### src/rtl/rate_mult_rx.sv
// Rate-multiplier stream decoder: recovers a CNT_W+1 bit word per 2^CNT_W enabled cycles.
// Latency: word appears 1 cycle after the all-ones frame cycle; holds until pready; drops new word if still pending.
// Optional RATE_MULT_RX_OVR_EN: sticky povr flag on dropped words, cleared by povr_clr.
module rate_mult_rx #(
    parameter int CNT_W = 16
) (
    input  logic             clock,
    input  logic             reset,
    input  logic             pp_0,
    input  logic             pz,
    input  logic             pready,
    input  logic             povr_clr,
    output logic [CNT_W:0]   pc,
    output logic             pvalid,
    output logic             perr,
    output logic             povr
);
    localparam int KW = $clog2(CNT_W + 1);

    logic [CNT_W-1:0] c_q, c_d, c_inc;
    logic [CNT_W:0]   shadow_q, shadow_d;
    logic             ferr_q, ferr_d;
    logic [CNT_W:0]   pc_q, pc_d;
    logic             perr_q, perr_d;
    logic             pvalid_q, pvalid_d;
    logic [KW-1:0]    k;
    logic             run;
    logic             first_occ;
    logic             complete;
    logic             ovr_ev;

    assign c_inc = c_q + 1'b1;
    // c == 2^k-1 exactly when c and c+1 share no set bits (all-ones wraps to 0)
    assign first_occ = ((c_q & c_inc) == '0);
    assign complete  = pp_0 && (&c_q);

    always_comb begin
        k   = '0;
        run = 1'b1;
        for (int i = 0; i < CNT_W; i++) begin
            if (run && c_q[i]) begin
                k = k + 1'b1;
            end else begin
                run = 1'b0;
            end
        end
    end

    always_comb begin
        c_d      = c_q;
        shadow_d = shadow_q;
        ferr_d   = ferr_q;
        pc_d     = pc_q;
        perr_d   = perr_q;
        pvalid_d = pvalid_q;
        ovr_ev   = 1'b0;

        if (pp_0) begin
            c_d = c_inc;
            if (c_q == '0) begin
                shadow_d = '0;
                ferr_d   = 1'b0;
            end
            if (first_occ) begin
                shadow_d[k] = pz;
            end else if (pz != shadow_q[k]) begin
                ferr_d = 1'b1;
            end
        end

        // The completing cycle is always a first occurrence, so shadow_d holds the full word
        if (complete) begin
            if (!pvalid_q || pready) begin
                pc_d     = shadow_d;
                perr_d   = ferr_q;
                pvalid_d = 1'b1;
            end else begin
                ovr_ev = 1'b1;
            end
        end else if (pvalid_q && pready) begin
            pvalid_d = 1'b0;
        end
    end

    always_ff @(posedge clock) begin
        if (reset) begin
            c_q      <= '0;
            shadow_q <= '0;
            ferr_q   <= 1'b0;
            pc_q     <= '0;
            perr_q   <= 1'b0;
            pvalid_q <= 1'b0;
        end else begin
            c_q      <= c_d;
            shadow_q <= shadow_d;
            ferr_q   <= ferr_d;
            pc_q     <= pc_d;
            perr_q   <= perr_d;
            pvalid_q <= pvalid_d;
        end
    end

    assign pc     = pc_q;
    assign perr   = perr_q;
    assign pvalid = pvalid_q;

`ifdef RATE_MULT_RX_OVR_EN
    logic povr_q;

    // A new overrun beats a simultaneous clear
    always_ff @(posedge clock) begin
        if (reset) begin
            povr_q <= 1'b0;
        end else if (ovr_ev) begin
            povr_q <= 1'b1;
        end else if (povr_clr) begin
            povr_q <= 1'b0;
        end
    end

    assign povr = povr_q;
`else
    logic unused_ovr;

    assign unused_ovr = povr_clr ^ ovr_ev;
    assign povr       = 1'b0;
`endif

endmodule

### config.mk
export PLATFORM = sky130hd
export DESIGN_NAME = rate_mult_rx
export DESIGN_NICKNAME = d
export VERILOG_FILES = /design/src/rtl/rate_mult_rx.sv
export SDC_FILE = /design/constraint.sdc
export NUM_CORES = 1
export LEC_CHECK = 0
export CORE_MARGIN = 2
export CORE_UTILIZATION = 40
export DETAILED_ROUTE_END_ITERATION = 10
export MAX_ROUTING_LAYER = met4
export SYNTH_ARGS = -nofsm -noshare
export SYNTH_HDL_FRONTEND = slang
export SYNTH_SLANG_ARGS = --single-unit
### constraint.sdc
create_clock -name clock -period 14 [get_ports clock]
set_input_delay 4.2 -clock clock [delete_from_list [all_inputs] [get_ports clock]]
set_output_delay 4.2 -clock clock [all_outputs]
set_load 0.03 [all_outputs]
==> impl_metrics.json <==
{
  "synth_top_area_frac": 0.225,
  "worst_hold_path.endpoint": "ferr_q",
  "synth.avg_cell_area_um2": 7.63,
  "slew_viol_final": 0,
  "numClockSinks": 53,
  "ys_types": 68,
  "gp_congestion": 0.866,
  "max_stage_delay_ns": 0.71,
  "cts_root_buffer": "clkbuf_16",
  "grt_pass1_wl_um": 19900,
  "cts_tree": "yes",
  "maxCapViolations": 0,
  "grt_setup_unrepaired": "no",
  "clock-skew-final_ns": 0.0101,
  "first_iter_violations": 308,
  "worst_pin_slew_ns": 1.11,
  "synthTopCellsByArea": "dfxtp_1 22%, ha_1 8.5%, mux2i_1 7.4%",
  "ir_drop_v": 0.0000536,
  "drive_gt1_frac": 0.0653,
  "required_ns": 14.12,
  "synthFlopType": "dfxtp_1",
  "io_pins": 26,
  "cts_hold_buf": 0,
  "period_share": 0.850,
  "holdPathStages": 1,
  "grt_pass1_vias": 4063,
  "hpwl_um": 8660,
  "postSynth.asyncResetShare": 0,
  "n_antenna_cell": 0,
  "routed_wl_um": 11600,
  "power_leakage_nw": 1.99,
  "worst_setup_path_end_kind": "flip-flop",
  "cts_buffers": 5,
  "core_mm2": 0.0115,
  "fin_cells": 756,
  "cp_max_fo": 29,
  "setup.worst_path.class": "reg -> reg",
  "ff2ff_setup_slack_ns": 2.10,
  "grt_max_degree": 49,
  "yosys_warnings": 0,
  "post_drt_wl_per_cell_um": 15.3,
  "initial_core_util": 0.412,
  "max_freq_mhz": 84.1,
  "final_antenna_net_count": 0,
  "stdcell_area_mm2": 0.00516,
  "crit_path_frequent_cell": "ha_1",
  "cpMaxStageDelayCell": "or4b_2",
  "rr_startpoint": "c_q[0]",
  "status": "complete, no violations",
  "fin_tns_setup_ns": 0,
  "syn_nets": 657,
  "synth_edf_count": 0,
  "timing.rr.end": "pc[14]",
  "vias": 4366,
  "dr.pass1.iters": 5,
  "synth_cells": 619,
  "clk_pin_slew_ns": 0.07,
  "dp_cells": 748,
  "mostFrequentLayoutCells": "79 x nor2_1, 57 x nand2_1, 53 x dfxtp_1",
  "seq_area_frac_synth": 0.225,
  "relSlewSlack": 0.260,
  "post_cts_resized": 0,
  "finalHoldViolCount": 0,
  "die-width_um": 113,
  "final_net_count": 650,
  "syn2layout_area_growth_pct": 9.35,
  "critPathLaunchType": "flip-flop",
  "h-tree-depth": 2,
  "grt.overflow.total": 0,
  "grtUsageTotal": 0.191,
  "powerDensity_mw_per_mm2": 69.8,
  "die_h_um": 113,
  "clk-insertion-delay-late_ns": 0.30,
  "ys_seq_elements": 53,
  "grt_antenna_before_repair": 0,
  "place_area_mm2": 0.00499,
  "synth.largest_area_cell": "dfxtp_1",
  "post_cts_buffers": 0,
  "crit_family": "adder cells",
  "post-route-drc-count": 0,
  "hold_path.startpoint": "ferr_q",
  "cp.depth": 51,
  "crit_arrival_ns": 12.02,
  "port_buffers": 23,
  "hp-class": "reg -> reg",
  "final_common_cell": "nor2_1",
  "clock_path_buffers": 2,
  "vias_per_cell": 5.78,
  "path_buf_inv": 3,
  "period_needed_ns": 11.90,
  "die-area_mm2": 0.0127,
  "synth_area_mm2": 0.00472,
  "setup_viol": 0,
  "num_rows": 39,
  "r2r_cells": 51
}
sequential cells by signal (all words and copies together), names as in the netlist:
signal    cells
shadow_q     17
perr          1
pc           17
ferr_q        1
c_q          16
pvalid        1
routing by layer:
| layer | up-vias | share of wire | global-route usage |
|---|---|---|---|
| li1 | 2234 | - | - |
| met1 | 2032 | 0.49 | 0.261 |
| met2 | 82 | 0.46 | 0.296 |
| met3 | 18 | 0.028 | 0.0205 |
| met4 | 0 | 0.020 | 0.0642 |
| met5 | - | 0 | - |
through the flow:
stage	total power [mW]	utilization	hold WS, ns	setup WS (ns)
floorplan	0.208	-	0.442	3.70
global placement	0.220	0.436	0.469	2.45
detailed placement	0.222	0.436	0.478	2.24
CTS	0.364	0.450	0.496	2.15
global route	0.377	0.450	0.518	1.11
finish	0.360	0.450	0.491	2.10
cell usage after synthesis, types with 5 or more instances:
cell,instances
nor2_1,79
nand2_1,57
dfxtp_1,53
mux2i_1,35
ha_1,32
clkbuf_1,30
a211oi_1,29
nand3_1,29
a21oi_1,27
inv_1,20
xnor2_1,17
and3_1,16
nand4_1,15
o21ai_0,15
and2_1,14
nor3_1,10
xor2_1,10
nor4_1,9
buf_2,8
nor2b_1,7
o211ai_1,7
a31oi_1,6
and3b_1,5
nand2b_1,5
or2_2,5
report_power, final:
part	total [mW]	switching, mW	internal (mW)
sequential	0.164	0.00960	0.154
clock	0.141	0.0566	0.0847
combinational	0.0551	0.0332	0.0219
worst register-to-register path, delay by kind of cell, from the launching register on:
kind	cells	cell delay (ns)
xor gates and xnor gates	3	0.57
AOI/OAI and AO/OA	14	2.54
DFF	1	0.49
buffers and inverters	3	0.45
and+or+nand+nor	14	2.69
adders and majority gates	12	3.91
muxes	5	1.08
cell type report:
cell class	count	area, µm²
timing repair buffer	28	263
multi-input combinational	503	3410
sequential	53	1060
fill	1168	6300
tap	143	179
clock inverter	3	43.8
clock buffer	5	125
inverter	21	78.8
worst max path at each step:
stage / end / slack [ns] / from
2_1_floorplan: pc[13] / 3.70 / c_q[0]
3_3_place_gp: pc[14] / 2.45 / c_q[0]
3_5_place_dp: pc[13] / 2.24 / c_q[0]
4_1_cts: pc[13] / 2.15 / c_q[0]
5_1_grt: pc[13] / 1.11 / c_q[0]
6_report: pc[14] / 2.10 / c_q[0]
logic make-up after synthesis:
| family | after synthesis | share of synthesized area |
|---|---|---|
| and+or+nand+nor | 279 | 0.307 |
| AOI/OAI and AO/OA | 122 | 0.178 |
| buffers and inverters | 63 | 0.0546 |
| DFF | 53 | 0.225 |
| muxes | 38 | 0.0837 |
| adders and majority gates | 33 | 0.0869 |
| xor gates and xnor gates | 30 | 0.0647 |
| other | 1 | 0.000794 |
(Power assumes the default switching activity.)
